### config.mk
export PLATFORM = sky130hd
export DESIGN_NAME = ysyx_24090013_pcgen
export DESIGN_NICKNAME = d
export VERILOG_FILES = /design/src/rtl/ysyx_24090013_pcgen.sv
export SDC_FILE = /design/constraint.sdc
export NUM_CORES = 1
export LEC_CHECK = 0
export ABC_AREA = 0
export CAP_MARGIN = 20
export CORE_UTILIZATION = 39
export DETAILED_ROUTE_END_ITERATION = 10
export PLACE_DENSITY_LB_ADDON = 0.05
export SKIP_CTS_REPAIR_TIMING = 1
export SYNTH_ARGS = -nofsm -noshare
export SYNTH_HDL_FRONTEND = slang
export SYNTH_SLANG_ARGS = --single-unit
### constraint.sdc
create_clock -name clk -period 2.05 [get_ports clk]
set_input_delay 0.205 -clock clk [delete_from_list [all_inputs] [get_ports clk]]
set_output_delay 0.205 -clock clk [all_outputs]
set_load 0.05 [all_outputs]
### src/rtl/ysyx_24090013_pcgen.sv
// PC generator / fetch front end: issues one instruction fetch at a time and hands the
// fetched instruction to decode. Traps and branch redirects may cancel a fetch at any stage.
module ysyx_24090013_pcgen #(
  parameter int unsigned     XLEN      = 32,
  parameter logic [XLEN-1:0] RESET_VAL = 32'h8000_0000,
  parameter int unsigned     STEP      = 4
) (
  input  logic            clk,
  input  logic            rst,
  input  logic            trap_valid,
  input  logic [XLEN-1:0] trap_pc,
  input  logic            redirect_valid,
  input  logic [XLEN-1:0] redirect_pc,
  output logic            imem_req_valid,
  input  logic            imem_req_ready,
  output logic [XLEN-1:0] imem_req_addr,
  input  logic            imem_rsp_valid,
  input  logic [31:0]     imem_rsp_data,
  output logic            out_valid,
  input  logic            out_ready,
  output logic [XLEN-1:0] out_pc,
  output logic [31:0]     out_inst
);

  typedef enum logic [1:0] {StBoot, StReq, StWait, StHold} state_e;

  state_e          state_q;
  logic [XLEN-1:0] pc_q;
  logic            drop_q;
  logic [XLEN-1:0] out_pc_q;
  logic [31:0]     out_inst_q;

  logic            redir;
  logic [XLEN-1:0] redir_raw;
  logic [XLEN-1:0] target;

  // Trap outranks a branch redirect; targets are always word aligned.
  always_comb begin
    redir     = trap_valid | redirect_valid;
    redir_raw = trap_valid ? trap_pc : redirect_pc;
    target    = {redir_raw[XLEN-1:2], 2'b00};
  end

  always_ff @(posedge clk) begin
    if (rst) begin
      state_q    <= StBoot;
      pc_q       <= RESET_VAL;
      drop_q     <= 1'b0;
      out_pc_q   <= RESET_VAL;
      out_inst_q <= '0;
    end else begin
      unique case (state_q)
        StBoot: begin
          if (redir) pc_q <= target;
          state_q <= StReq;
        end
        StReq: begin
          if (redir) pc_q <= target;
          if (imem_req_ready) begin
            // Fetch already issued for the stale PC: its response must be dropped.
            drop_q  <= redir;
            state_q <= StWait;
          end
        end
        StWait: begin
          if (redir) begin
            pc_q <= target;
            if (imem_rsp_valid) begin
              drop_q  <= 1'b0;
              state_q <= StReq;
            end else begin
              drop_q <= 1'b1;
            end
          end else if (imem_rsp_valid) begin
            drop_q <= 1'b0;
            if (drop_q) begin
              state_q <= StReq;
            end else begin
              out_pc_q   <= pc_q;
              out_inst_q <= imem_rsp_data;
              state_q    <= StHold;
            end
          end
        end
        StHold: begin
          if (redir) begin
            pc_q    <= target;
            state_q <= StReq;
          end else if (out_ready) begin
            pc_q    <= pc_q + XLEN'(STEP);
            state_q <= StReq;
          end
        end
        default: state_q <= StBoot;
      endcase
    end
  end

  always_comb begin
    imem_req_valid = (state_q == StReq);
    imem_req_addr  = pc_q;
    out_valid      = (state_q == StHold);
    out_pc         = out_pc_q;
    out_inst       = out_inst_q;
  end

endmodule

==> impl_metrics.py <==
metrics = {
    "status": {
        "status": "complete, no violations",
    },
    "power_and_ir_drop": {
        "p_per_area_nw_per_um2": 595,
        "ir_drop_uv": 440,
        "combPwrFrac": 0.208,
        "p_clk_frac": 0.355,
        "power.share.sequential": 0.437,
        "switchingPower_mw": 1.34,
        "swShare": 0.292,
        "power.leakage_nw": 2.80,
        "intPower_mw": 3.25,
    },
    "critical_path": {
        "cp_cell_sequence": "inv_1 > ha_2 > or4b_4 > buf_6 > nor2_4 > buf_12 > clkbuf_16 > nand2_1 > a21oi_1",
        "criticalPathCategory": "flip-flop to flip-flop",
        "critPathBufInv": 4,
        "worstPathArrival_ns": 2.26,
        "start_kind": "flip-flop",
        "cpLargestDelayFamily": "simple AND/OR/NAND/NOR gates",
        "slowest_delay_ns": 0.47,
        "cpMaxStageDelayCell": "or4b_4",
        "rr_startpoint": "state_q[0]$_SDFFE_PP0P_",
        "critPathLaunch": "state_q[0]$_SDFFE_PP0P_",
        "path_max_fanout": 12,
        "required_ns": 2.32,
        "crit_path_end_kind": "flip-flop",
    },
    "floorplanning": {
        "core_area_sq_um": 12100,
        "fp.dieW_microns": 113,
        "start_util": 0.400,
        "dieArea_sq_um": 12800,
        "num_io_pins": 201,
        "fp-row-count": 40,
        "die_h_microns": 113,
    },
    "placed_design": {
        "pre_cts_ws_ns": -0.121,
        "routabilityCongestion": 0.847,
        "dp.final_hpwl_mm": 11.6,
        "dp_cells": 976,
        "portBuffers": 192,
    },
    "final_layout": {
        "drive_above_1_share": 0.151,
        "final_cell_mix": "188 x clkdlybuf4s50_1, 154 x nand2_1, 78 x dfxtp_1, 75 x a21oi_1, 47 x buf_4",
        "syn_to_final_growth_pct": 60.0,
        "regArea_sq_um": 1940,
        "layout.cells.non_filler": 1001,
        "finalNetCount": 937,
        "diodes": 0,
        "multi_input_area_sq_um": 2760,
        "finish.utilization": 0.640,
        "fill_cells": 1055,
        "final_common_cell": "clkdlybuf4s50_1",
    },
    "cts": {
        "cts_sinks": 95,
        "cts-root-buf": "clkbuf_16",
        "clk_latency_ns": 0.35,
        "cts_tree": "built",
        "htreeDepth": 3,
        "cts_max_path_buffers": 2,
        "clkTransAtPathRegs_ns": 0.07,
        "cts_made_buffers": 9,
    },
    "sta": {
        "setup-violations-final": 0,
        "fin_crit_ns": 1.99,
        "whs_ns": 0.214,
        "slew_viol_final": 0,
        "setup_ws_ns": 0.0644,
        "finalCritPeriodShare": 0.969,
        "max_slew_margin": 0.619,
        "worstMarginPinSlew_ns": 0.569,
        "max_freq_mhz": 504,
        "hold_viol": 0,
        "fin_skew_ns": 0.00890,
    },
    "drt": {
        "drc": 0,
        "wl_per_cell_microns": 16.6,
        "ant_nets": 0,
        "vias_per_cell": 5.40,
        "first_pass_iters": 5,
        "num_vias": 5410,
        "dr.first_iter.drc_count": 360,
        "drt_wl_total_mm": 16.6,
    },
    "hold_path": {
        "hold_class": "input port to flip-flop",
        "worst_hold_startpoint": "rst",
    },
    "logic_synthesis": {
        "ys_warn_count": 0,
        "ys_seq_area_frac": 0.394,
        "synth-xor-area-share": 0.00181,
        "synth_edf_count": 0,
        "synth.distinct_cells": 64,
        "synth_top_family_by_area": "simple AND/OR/NAND/NOR gates",
        "ys_async_sr_fraction": 0,
        "yosys.area_share.simple": 0.265,
        "synth_fa_ha_area_frac": 0.0156,
        "synth_area_sq_um": 4830,
        "synthMuxAreaShare": 0.0744,
        "synth-compound-area-share": 0.197,
        "synth_flop_cell": "dfxtp_1",
        "ys_ff_latch": 95,
        "netlist_instances": 611,
        "syn_avg_cell_area_sq_um": 7.90,
    },
    "job": {
        "drv_cap": 0,
    },
    "global_routing": {
        "grt_max_degree": 77,
        "antenna_found_initial": 0,
        "grt.overflow.total": 0,
        "grtUsageTotal": 0.249,
        "grt_pass1_vias": 5103,
        "grt_pass1_wl_mm": 25.3,
    },
}
sequential cells by signal, summed over array words and instances (netlist names):
name,flops
out_pc,30
out_inst,32
state_q,2
drop_q,1
imem_req_addr,30
synthesized netlist by cell type, types with 4 or more instances:
cell	count	area, sq um
mux2i_1	28	280
clkbuf_1	27	101
nand4_1	7	43.8
nor2_1	24	90.1
nor4_1	8	50.1
a31oi_1	4	25.0
and4_1	5	43.8
inv_1	9	33.8
buf_2	11	55.1
o21ai_0	14	70.1
mux2_2	7	78.8
a211oi_1	6	45.0
ha_1	6	75.1
and3_1	5	31.3
a311oi_1	4	35.0
o211ai_1	8	60.1
buf_4	6	45.0
nor3_1	14	70.1
a21oi_1	79	395
nand2_1	154	578
o311ai_0	4	35.0
o31ai_1	5	37.5
dfxtp_1	95	1900
nand3_1	14	70.1
power by group through the flow:
stage	clock [mW]	sequential, mW	combinational (mW)
3_3_place_gp	0	2.04	0.925
2_1_floorplan	0	2.21	0.323
6_report	1.63	2.01	0.956
3_5_place_dp	0	2.05	0.938
5_1_grt	1.74	2.02	1.01
4_1_cts	1.66	2.00	0.941
logic make-up after synthesis:
logic type,Yosys count
DFF,95
adders and majority gates,6
buffers and inverters,55
xor gates and xnor gates,1
muxes,35
AOI/OAI and AO/OA,153
other,1
and+or+nand+nor,265
through the flow:
stage               cell area, sq um  TNS (ns)  power (mW)
floorplan                       4940   -0.0505        2.54
global placement                7250     -5.51        2.97
detailed placement              7250     -6.29        2.98
CTS                             7540    -0.755        4.61
global route                    7720   -0.0296        4.77
finish                          7720         0        4.60
worst paths after layout:
kind / end / slack (ns) / depth (start not counted)
max: out_inst[23]$_SDFFE_PP0P_ / 0.06 / 9
max reg2reg: out_inst[23]$_SDFFE_PP0P_ / 0.06 / 9
min reg2reg: out_pc[13]$_SDFFE_PP0P_ / 0.45 / 2
min: state_q[1]$_SDFFE_PP0P_ / 0.21 / 2
layer usage:
metal / part of all wire / global-route usage
met2: 0.49 / 0.436
met1: 0.42 / 0.304
met3: 0.061 / 0.0434
met5: 0 / 0
met4: 0.021 / 0.0982
area by class of cell:
| type | count | share of cell area |
|---|---|---|
| multi-input combinational | 464 | 0.358 |
| timing repair buffer | 249 | 0.322 |
| sequential | 95 | 0.252 |
| clock buffer | 12 | 0.0334 |
| tap | 168 | 0.0272 |
| inverter | 9 | 0.00437 |
| clock inverter | 4 | 0.00356 |
Note: power is estimated with default switching activity, not from simulation.
